<file path="src/rtl/vdma_wr_pkg.sv">
// Shared definitions for the memory-write DMA: register offsets, FSM encoding and
// status bit positions.
package vdma_wr_pkg;

  localparam logic [3:0] REG_PTR    = 4'h0;
  localparam logic [3:0] REG_DATA   = 4'h1;
  localparam logic [3:0] REG_CTRL   = 4'h8;
  localparam logic [3:0] REG_ADDR_H = 4'hC;
  localparam logic [3:0] REG_ADDR_L = 4'hD;
  localparam logic [3:0] REG_STEP   = 4'hE;
  localparam logic [3:0] REG_LEN    = 4'hF;

  typedef enum logic [2:0] {
    StIdle    = 3'd0,
    StHold    = 3'd1,
    StSettle  = 3'd2,
    StWrite   = 3'd3,
    StAdvance = 3'd4
  } state_e;

  localparam int unsigned CTRL_DONE = 7;
  localparam int unsigned CTRL_IEN  = 6;
  localparam int unsigned CTRL_BUSY = 5;
  localparam int unsigned CTRL_FILL = 1;

endpackage

</file>
<file path="src/rtl/vdma_wr_buf.sv">
// Byte buffer for vdma_wr: CPU read/write port plus an asynchronous read-only DMA port.
module vdma_wr_buf #(
  parameter int unsigned Depth = 64,
  localparam int unsigned AW = (Depth > 1) ? $clog2(Depth) : 1
) (
  input  logic          clk,
  input  logic          cpu_we,
  input  logic [AW-1:0] cpu_addr,
  input  logic [7:0]    cpu_wdata,
  output logic [7:0]    cpu_rdata,
  input  logic [AW-1:0] dma_addr,
  output logic [7:0]    dma_rdata
);

  logic [7:0] mem [Depth];

  always_ff @(posedge clk) begin
    if (cpu_we) mem[cpu_addr] <= cpu_wdata;
  end

  assign cpu_rdata = mem[cpu_addr];
  assign dma_rdata = mem[dma_addr];

endmodule

</file>
<file path="src/rtl/vdma_wr.sv">
// Memory-write DMA: CPU fills a byte buffer, then the block steals the bus via hold and
// writes the bytes out. Define VDMA_WR_FILL_EN to enable the FILL (memset) mode.
module vdma_wr
  import vdma_wr_pkg::*;
#(
  parameter int unsigned BUF_SIZE = 64
) (
  input  logic        clk,
  input  logic        rst,
  input  logic [3:0]  AD,
  input  logic [7:0]  DI,
  output logic [7:0]  DO,
  input  logic        rw,
  input  logic        cs,
  output logic        irq,
  output logic        hold,
  output logic [15:0] WADDR,
  output logic [7:0]  WDATA,
  output logic        WE
);

  localparam int unsigned PtrW = (BUF_SIZE > 1) ? $clog2(BUF_SIZE) : 1;

  state_e          state_q, state_d;
  logic            hold_q, hold_d;
  logic [PtrW-1:0] ptr_q, rd_q;
  logic [15:0]     addr_q;
  logic [7:0]      step_q, len_q, cnt_q, do_q;
  logic            ien_q, done_q, fill;
  logic            advance, set_done;

  logic            cpu_wr, cpu_rd, len_wr;
  logic [7:0]      cnt_inc, rdata, buf_cpu_rdata;

  assign cpu_wr  = cs & ~rw;
  assign cpu_rd  = cs & rw;
  assign len_wr  = cpu_wr && (AD == REG_LEN);
  assign cnt_inc = cnt_q + 8'd1;

`ifdef VDMA_WR_FILL_EN
  logic fill_q;
  always_ff @(posedge clk or posedge rst) begin
    if (rst) begin
      fill_q <= 1'b0;
    end else if (cpu_wr && (AD == REG_CTRL)) begin
      fill_q <= DI[CTRL_FILL];
    end
  end
  assign fill = fill_q;
`else
  assign fill = 1'b0;
`endif

  vdma_wr_buf #(
    .Depth (BUF_SIZE)
  ) u_buf (
    .clk       (clk),
    .cpu_we    (cpu_wr && (AD == REG_DATA)),
    .cpu_addr  (ptr_q),
    .cpu_wdata (DI),
    .cpu_rdata (buf_cpu_rdata),
    .dma_addr  (fill ? '0 : rd_q),
    .dma_rdata (WDATA)
  );

  always_comb begin
    state_d  = state_q;
    hold_d   = hold_q;
    advance  = 1'b0;
    set_done = 1'b0;
    unique case (state_q)
      StIdle: begin
        if (cnt_q != len_q) begin
          state_d = StHold;
          hold_d  = 1'b1;
        end
      end
      StHold:   state_d = StSettle;
      StSettle: state_d = StWrite;
      StWrite:  state_d = StAdvance;
      StAdvance: begin
        advance = 1'b1;
        // A length write landing here restarts the count; the new length decides.
        if (len_wr) begin
          if (DI == 8'd0) begin
            state_d = StIdle;
            hold_d  = 1'b0;
          end else begin
            state_d = StWrite;
          end
        end else if (cnt_inc == len_q) begin
          state_d  = StIdle;
          hold_d   = 1'b0;
          set_done = 1'b1;
        end else if (len_q == 8'd0) begin
          state_d = StIdle;
          hold_d  = 1'b0;
        end else begin
          state_d = StWrite;
        end
      end
      default: begin
        state_d = StIdle;
        hold_d  = 1'b0;
      end
    endcase
  end

  always_comb begin
    rdata = 8'h00;
    case (AD)
      REG_PTR:    rdata[PtrW-1:0] = ptr_q;
      REG_DATA:   rdata = buf_cpu_rdata;
      REG_CTRL: begin
        rdata[CTRL_DONE] = done_q;
        rdata[CTRL_IEN]  = ien_q;
        rdata[CTRL_BUSY] = (state_q != StIdle);
        rdata[CTRL_FILL] = fill;
      end
      REG_ADDR_H: rdata = addr_q[15:8];
      REG_ADDR_L: rdata = addr_q[7:0];
      REG_STEP:   rdata = step_q;
      REG_LEN:    rdata = len_q;
      default:    rdata = 8'h00;
    endcase
  end

  always_ff @(posedge clk or posedge rst) begin
    if (rst) begin
      state_q <= StIdle;
      hold_q  <= 1'b0;
      ptr_q   <= '0;
      rd_q    <= '0;
      addr_q  <= 16'h0000;
      step_q  <= 8'd1;
      len_q   <= 8'd0;
      cnt_q   <= 8'd0;
      do_q    <= 8'h00;
      ien_q   <= 1'b0;
      done_q  <= 1'b0;
    end else begin
      state_q <= state_d;
      hold_q  <= hold_d;

      if (cpu_rd) do_q <= rdata;
      if (cs && (AD == REG_DATA)) ptr_q <= ptr_q + PtrW'(1);

      if (set_done) begin
        done_q <= 1'b1;
      end else if (cpu_rd && (AD == REG_CTRL)) begin
        done_q <= 1'b0;
      end

      if (len_wr) begin
        cnt_q <= 8'd0;
        rd_q  <= '0;
      end else if (advance) begin
        cnt_q <= cnt_inc;
        rd_q  <= rd_q + PtrW'(1);
      end

      if (advance) addr_q <= addr_q + {8'h00, step_q};

      // CPU register writes take priority over a concurrent address advance.
      if (cpu_wr) begin
        case (AD)
          REG_PTR:    ptr_q         <= DI[PtrW-1:0];
          REG_CTRL:   ien_q         <= DI[CTRL_IEN];
          REG_ADDR_H: addr_q[15:8]  <= DI;
          REG_ADDR_L: addr_q[7:0]   <= DI;
          REG_STEP:   step_q        <= DI;
          REG_LEN:    len_q         <= DI;
          default: ;
        endcase
      end
    end
  end

  assign DO    = do_q;
  assign hold  = hold_q;
  assign WE    = (state_q == StWrite);
  assign WADDR = addr_q;
  assign irq   = done_q & ien_q;

endmodule
</file>
<file path="config.mk">
export PLATFORM = sky130hd
export DESIGN_NAME = vdma_wr
export DESIGN_NICKNAME = d
export VERILOG_FILES = /design/src/rtl/vdma_wr_pkg.sv /design/src/rtl/vdma_wr_buf.sv /design/src/rtl/vdma_wr.sv
export SDC_FILE = /design/constraint.sdc
export NUM_CORES = 1
export LEC_CHECK = 0
export ABC_CLOCK_PERIOD_IN_PS = 2550
export BUFFER_PORTS_ARGS = -buffer_cell sky130_fd_sc_hd__clkbuf_2
export CAP_MARGIN = 20
export CORE_MARGIN = 2
export CORE_UTILIZATION = 57
export CTS_CLUSTER_SIZE = 25
export DETAILED_ROUTE_END_ITERATION = 7
export PLACE_DENSITY = 0.76
export SYNTH_ARGS = -nofsm -noshare
export SYNTH_HDL_FRONTEND = slang
export SYNTH_SLANG_ARGS = --single-unit
</file>
<file path="constraint.sdc">
create_clock -name clk -period 2.55 [get_ports clk]
set_input_delay 0.3825 -clock clk [delete_from_list [all_inputs] [get_ports clk]]
set_output_delay 0.3825 -clock clk [all_outputs]
set_load 0.05 [all_outputs]
</file>
Word level (Yosys, flattened, before mapping) --
Memories as Yosys holds them, arrays and structs flattened. Cells that the tools add are included.
Word-level totals: register bits 66, bits in latches 0, RAM bits 512, ROM bits 0, bits of input ports 16, logic and storage cells 88, memories kept 1
Memory list:
- u_buf.mem | words 64, bits a word 8, read ports 2, clocked after memory_dff 0, write ports 1, RTL line vdma_wr_buf.sv:15 | logic [7:0] mem [Depth];
Operators by class: $add $sub $neg 4, multipliers 0, div/mod/pow operators 0, magnitude comparators 0, equal/unequal tests 15, shifts and indexed selects 0, multiplexer cells 36, bitwise operators 5, reduce and logical (&&, ||, !) cells 16
Operators with widths (number):
- $mux 16 | 2
- $mux 8 | 4
- $mux 6 | 5
- $eq 4x4->1 const B | 5
- $pmux 3 s6 | 1
- $add 16x8->16 | 1
- $logic_not 8->1 | 2
- $pmux 3 s5 | 1
- $mux 1 | 13
- $add 6x1->6 const B | 2
- $pmux 1 s6 | 2
- $pmux 2 s6 | 1
- $add 8x1->8 const B | 1
- $eq 8x8->1 | 1
- $ne 8x8->1 | 1
- $pmux 1 s7 | 1
- $eq 3x2->1 const B | 2
- $mux 2 | 3
- $mux 3 | 2
- $reduce_and 2->1 | 3
- $eq 4x1->1 const B | 1
- $logic_and 1x1->1 | 4
- $logic_not 4->1 | 1
- $ne 4x4->1 const B | 1
- 12 further kinds | 16

Depth between registers and ports, before layout --
Gate-level depths: netlist of the first run.
depth after elaboration 6, gate-level depth with buffers 11, mapped depth without buffers 9

Hierarchy --
From an unflattened synthesis of the first run, not the netlist that was laid out.
Unflattened totals: cell total of the unflattened synthesis 1853, area total of the unflattened synthesis 28212.1 um^2
Modules (own cells, without submodules):
- vdma_wr_buf | instances 1, cells each 1396, area each 24121.9 um^2
- vdma_wr | instances 1, cells each 457, area each 4090.2 um^2

Least setup slack after synthesis of the first run --
OpenSTA, ideal clock, no wires.
kind register to output, start register rd_q[1], end output port WDATA[2], arrival 2343 ps, data required time 2168 ps, slack -175 ps, stages on the path, launching flop included 7, path buffers 2, cells stage by stage dfrtp_1 clkbuf_1 buf_1 mux4_2 mux4_2 mux2i_1 a21oi_1
Between the ends: cells in the longest elaborated chain, start to end 1
RTL lines:
- start: declaration | RTL line vdma_wr.sv:26 | logic [PtrW-1:0] ptr_q, rd_q;
- start signal: assignment | RTL line vdma_wr.sv:159 | rd_q <= rd_q + PtrW'(1);
- $mem_v2 64x8
- end: declaration | RTL line vdma_wr.sv:18 | output logic [7:0] WDATA,
No other way between the ends.

Worst setup path after layout of the first run --
start register rd_q[0], end output port WDATA[4]
Same word-level chain as after synthesis.

==> results.py, run 1 <==
metrics = {
    "outcome": {
        "outcome": "finished, violations left",
        "failed_checks": "setup timing",
    },
    "power_and_ir_drop": {
        "seqPwrFrac_pct": 27.7,
        "irDropWorstVdd_mv": 0.663,
        "internal-power_mw": 25.4,
        "pwr_density_cell_nw_per_um2": 1180,
        "sw_frac_of_total_pct": 37.9,
        "p_clk_share_pct": 21.9,
        "cellLeakagePower_nw": 12.0,
        "p_switching_mw": 15.5,
        "totalPowerFinal_mw": 40.9,
        "pwr-share-comb_pct": 50.4,
    },
    "timing": {
        "setup_violations": 14,
        "slew_viol_final": 0,
        "final_hold_viol_count": 0,
        "skew_ps": 10.4,
        "grt_setup_unrepaired": "yes",
        "period_minus_slack_ps": 3530,
        "period_share_pct": 138,
        "worst_slack_ps": -979,
        "max-slew-margin-rel_pct": 41.7,
        "worstMarginPinSlew_ps": 874,
        "max_freq_mhz": 283,
    },
    "floorplanning": {
        "die_w_um": 226,
        "start_util_pct": 57.6,
        "ios": 51,
        "core-area_sq_um": 49000,
        "fp.dieH_um": 226,
        "rows": 81,
        "die_area_sq_um": 51300,
    },
    "placed_design": {
        "dp_hpwl_um": 62400,
        "dp_slack_ps": -425,
        "place_congestion": 1.00,
        "io_buffers": 50,
    },
    "clocking": {
        "htree_levels": 2,
        "cts_root_buf": "clkbuf_16",
        "cts_tree": "done",
        "clk_pin_slew_ps": 60,
        "clk_latency_ps": 630,
        "cts.sinks": 578,
        "clockBufferDepth": 3,
        "cts_made_buffers": 59,
    },
    "drt": {
        "drtIter0Drc": 3584,
        "firstDrtPassIters": 7,
        "via_per_inst": 7.26,
        "wire_per_inst_um": 34.2,
        "final_antenna_net_count": 0,
        "drt-total-wl_um": 95300,
        "vias": 20246,
        "drc": 0,
    },
    "critical_path": {
        "cp.required_ps": 2170,
        "path_max_fanout": 6,
        "worst_r2r_startpoint": "ptr_q[0]",
        "r2r_cells": 10,
        "arrival_ps": 3150,
        "timing.rr.end": "DO[2]",
        "end_kind": "primary output",
        "worstSetupStartpointType": "flop",
        "crit_type": "reg -> out",
        "startpoint": "rd_q[0]",
        "crit_end": "WDATA[4]",
        "rrSetupSlack_ps": -150,
    },
    "synthesis": {
        "synth_top_area_share_pct": 54.5,
        "yosys-top-cells-count": "edfxtp_1, mux4_2, nor2_1, nand2_1, dfrtp_1",
        "syn_avg_cell_area_sq_um": 15.9,
        "synth-edff-count": 512,
        "async_flop_share_pct": 11.4,
        "yosys_warnings": 0,
        "ys_ff_latch": 578,
        "synth_most_common_cell": "edfxtp_1",
        "syn_area_sq_um": 28200,
        "synth.yosys.seq_area_share_pct": 60.4,
        "synthTopCellsByArea": "edfxtp_1, mux4_2, dfrtp_1",
        "synthFlopType": "edfxtp_1",
        "yosys.area.top_type": "edfxtp_1",
        "synth_cell_types": 84,
        "synth_nets": 1798,
        "synthCells": 1770,
    },
    "job": {
        "cap_viol_max_count": 0,
    },
    "global_routing": {
        "grt_overflow_total": 0,
        "use_met3_pct": 10.0,
        "grt_busiest_layer": "met2",
        "grt_pass1_vias": 19660,
        "met1_usage_pct": 50.5,
        "grt_pass1_wl_um": 135000,
        "grt_antenna_before_repair": 4,
        "grt.met2_usage_pct": 55.7,
        "grt_max_degree": 70,
        "grt_use_total_pct": 37.4,
    },
    "layout": {
        "synthToLayoutAreaGrowth_pct": 23.1,
        "drive_above_1_share_pct": 40.6,
        "final-seq-area_sq_um": 17000,
        "multi_input_area_sq_um": 11100,
        "fill_cells": 2985,
        "fin_nets": 2104,
    },
    "worst_hold_path": {
        "min_path_type": "in -> reg",
    },
}
[power by group through the flow]
stage               clock network, mW  logic (mW)  registers [mW]
floorplan                           0        9.90            11.7
global placement                    0        16.8            11.5
detailed placement                  0        17.1            11.5
CTS                              9.00        19.0            11.3
global route                     9.36        21.0            11.4
finish                           8.97        20.6            11.3
[layout by cell type (no fill, tap or decap), types with 28 or more instances in the layout]
master,n
clkbuf_2,42
mux4_2,207
nand2_1,64
o21ai_0,28
a21oi_1,46
mux2i_1,52
dfrtp_1,59
buf_4,244
a22oi_1,34
buf_12,46
nor2_1,121
edfxtp_1,512
mux2_2,55
clkbuf_16,66
[stage by stage]
| stage | area, sq um | hold WS (ps) | setup TNS [ps] | instances | util [%] |
|---|---|---|---|---|---|
| after CTS | 34200 | 141 | -8190 | 2765 | 69.8 |
| final | 34700 | 187 | -7950 | 2788 | 71.0 |
| after detailed placement | 31300 | 345 | -19230 | 2627 | 63.9 |
| after global routing | 34700 | 200 | -8180 | 2788 | 71.0 |
| after floorplan | 28300 | 479 | -3520 | 1770 | - |
| after global placement | 31300 | 348 | -11670 | 2626 | 63.8 |
[state kept, by name, indices dropped and copies added, names as in the netlist]
signal     flops
DO             8
WADDR         16
cnt_q          8
done_q         1
hold           1
ien_q          1
len_q          8
ptr_q          6
rd_q           6
state_q        3
step_q         8
u_buf.mem    512
[how the worst min path moves through the flow]
stage,from,to,slack [ps],cells after the start
final,AD[3],DO[7],190,3
after global routing,AD[3],DO[7],200,3
after CTS,AD[3],DO[7],140,3
after detailed placement,rst,state_q[2],350,2
after global placement,rst,WADDR[7],350,2
after floorplan,done_q,done_q,480,2
[per-layer routing]
metal	wire length, um	vias up
met5	9	-
met1	32900	10210
li1	-	7938
met4	6270	2
met3	13200	378
met2	42900	1718
[layout make-up]
cell class	count	share of cell area [%]
diodes	2	0.0144
clock buffers	76	4.56
clock inverters	31	1.12
inverters	10	0.115
multi-input cells	1043	31.9
flip-flops and latches	578	49.1
well taps	664	2.39
repair buffers	384	10.8
[logic make-up (layout without fill, tap and decap cells)]
logic type | Yosys count | after routing | share of synthesized area, %
other cells | 0 | 2 | 0
simple gates | 348 | 348 | 6.05
flops | 578 | 578 | 60.4
buf+inv | 149 | 501 | 2.59
mux | 320 | 320 | 20.9
xor+xnor | 40 | 40 | 1.24
fa+ha+maj | 13 | 13 | 0.594
compound gates | 322 | 322 | 8.24
[critical path, stage by stage, from the launching register on]
cell and delay [ps]:
dfrtp_4 470, buf_12 170, clkbuf_16 160, mux4_2 540, mux4_2 590, o22ai_2 230
buf_6 140, nor2_4 40, buf_8 150
[what timing repair did]
item	in CTS	in global routing
hold endpoints to repair	14	0
buffers inserted	27	21
resized for setup	121	90
setup endpoints to repair	125	115
pin swaps	43	30
hold buffers	1	0
gates cloned	6	5
Note: power is estimated with default switching activity, not from simulation.
==> inputs of run 2 (changes only) <==
Settings changed: PLACE_DENSITY 0.76 to 0.83.
==> run 2 against run 1 <==
Effect of this change:
- the run ends with DRC, setup timing left
- combinational power rose by 2%
- count of clock-buffer cells in the layout shrank 5
- first-iteration DRC count rose by 7.6%
- worst hold slack better by 15 ps
- sequential cell count did not move
==> results.py, run 2 (synthesis results as in run 1) <==
metrics = {
    "placed_design": {
        "dp_hpwl_um": 62200,
        "dp_cells": 2629,
        "dp_slack_ps": -348,
        "io_buffers": 50,
        "place_congestion": 1.05,
    },
    "critical_path": {
        "arrival_ps": 3220,
        "crit_type": "reg -> out",
        "crit_top_cell": "buf_12",
        "end_kind": "primary output",
        "slowest_stage": "mux4_2",
        "worstSetupStartpointType": "flop",
        "rrSetupSlack_ps": -250,
        "crit_path_cell_trace": "buf_12 > buf_12 > buf_12 > mux4_2 > mux4_2 > nor2b_4 > a211oi_2 > a21oi_2 > buf_8",
        "slowest_delay_ps": 510,
        "path_max_fanout": 6,
        "cp.required_ps": 2170,
    },
    "clocking": {
        "clockBufferDepth": 3,
        "htree_levels": 2,
        "cts.sinks": 578,
        "cts_made_buffers": 57,
        "cts_root_buf": "clkbuf_16",
        "cts_tree": "done",
        "clk_pin_slew_ps": 70,
        "clk_latency_ps": 640,
    },
    "floorplanning": {
        "ios": 51,
        "fp.dieH_um": 226,
        "start_util_pct": 57.6,
        "die_w_um": 226,
        "rows": 81,
        "core-area_sq_um": 49000,
        "die_area_sq_um": 51300,
    },
    "timing": {
        "worst_slack_ps": -1060,
        "setup_violations": 25,
        "max_freq_mhz": 277,
        "grt_setup_unrepaired": "yes",
        "final_hold_viol_count": 0,
        "period_share_pct": 141,
        "worstMarginPinSlew_ps": 872,
        "period_minus_slack_ps": 3610,
        "setup_tns_ps": -9320,
        "skew_ps": 33.2,
        "max-slew-margin-rel_pct": 41.9,
        "whs_ps": 201,
        "slew_viol_final": 0,
    },
    "outcome": {
        "outcome": "finished, violations left",
        "failed_checks": "DRC, setup timing",
    },
    "power_and_ir_drop": {
        "irDropWorstVdd_mv": 0.798,
        "cellLeakagePower_nw": 12.0,
        "pwr_density_cell_nw_per_um2": 1180,
    },
    "layout": {
        "final_cell_mix": "edfxtp_1, buf_4, mux4_2",
        "drive_above_1_share_pct": 40.8,
        "largest_register": "u_buf.mem",
        "largest_register_ffs": 512,
        "fin_nets": 2112,
        "final_cells": 2793,
        "final_common_cell": "edfxtp_1",
        "synthToLayoutAreaGrowth_pct": 23.0,
    },
    "drt": {
        "drt-total-wl_um": 97700,
        "firstDrtPassIters": 8,
        "drc": 1,
        "vias": 20832,
        "drtIter0Drc": 3858,
        "via_per_inst": 7.46,
        "wire_per_inst_um": 35.0,
        "final_antenna_net_count": 0,
    },
    "global_routing": {
        "grt_pass1_vias": 20048,
        "grt_max_degree": 70,
        "grt_overflow_total": 0,
        "grt_pass1_wl_um": 138000,
        "grt_antenna_before_repair": 5,
        "grt_use_total_pct": 38.1,
    },
    "job": {
        "cap_viol_max_count": 0,
    },
    "worst_hold_path": {
        "min_path_type": "in -> reg",
    },
}
-- run 2: changes by cell type in the layout (fill, tap and decap cells not counted), sizes merged --
cell      delta
clkbuf       -4
inv          +1
clkinvlp     -4
buf          +9
clkinv       +7
diode        -1
bufinv       -3
-- run 2: path summary, 6_finish.rpt --
kind                       startpoint         to  cells past startpoint
hold reg to reg                 ien_q      ien_q                      1
max in group asynchronous         rst  step_q[0]                      4
setup / recovery              rd_q[0]   WDATA[2]                      9
setup reg to reg             ptr_q[0]      DO[2]                     12
min in group asynchronous         rst   WADDR[1]                      3
hold / removal                  AD[3]      DO[7]                      3
-- run 2: what timing repair did --
item,in CTS,in global routing
setup endpoints to repair,85,90
hold buffers,1,0
pin swaps,32,42
setup buffers,29,30
endpoints found under the hold margin,23,0
gates resized for setup,113,94
gates cloned,7,5
-- run 2: stage by stage --
stage               utilization, %  power [mW]  instance area [sq um]
floorplan                        -        21.6                  28300
global placement              63.8        28.1                  31200
detailed placement            63.8        28.4                  31200
CTS                           69.7        38.7                  34100
global route                  70.9        41.6                  34700
finish                        70.9        40.9                  34700
-- run 2: cell type report --
cell class	instances	area (sq um)
inverter	10	40.0
timing repair buffer	394	3800
multi-input combinational	1043	11200
tap	664	831
clock buffer	71	1520
fill	2820	14200
clock inverter	32	317
antenna	1	2.50
sequential	578	17000
-- run 2: routing by layer --
| layer | GRT usage, % | vias up | part of all wire, % |
|---|---|---|---|
| met2 | 56.0 | 2114 | 44 |
| li1 | - | 7958 | - |
| met3 | 12.7 | 500 | 16 |
| met4 | 21.1 | 12 | 7.4 |
| met1 | 50.1 | 10248 | 33 |
| met5 | 3.03 | - | 0.32 |
-- run 2: power breakdown --
| part | switching, mW | leakage, nW | internal (mW) | total, mW |
|---|---|---|---|---|
| sequential | 0.672 | 5.41 | 10.7 | 11.4 |
| clock | 3.62 | 0.898 | 4.81 | 8.43 |
| combinational | 11.5 | 5.67 | 9.57 | 21.1 |
| total | 15.8 | 12.0 | 25.1 | 40.9 |
-- run 2: critical path: cells and delay by family, from the launching register on --
| kind | cells | cell delay [ps] |
|---|---|---|
| AND/OR/NAND/NOR | 1 | 150 |
| flip-flops | 1 | 490 |
| multiplexers | 2 | 980 |
| AO/OA/AOI/OAI | 2 | 340 |
| buffers and inverters | 4 | 630 |
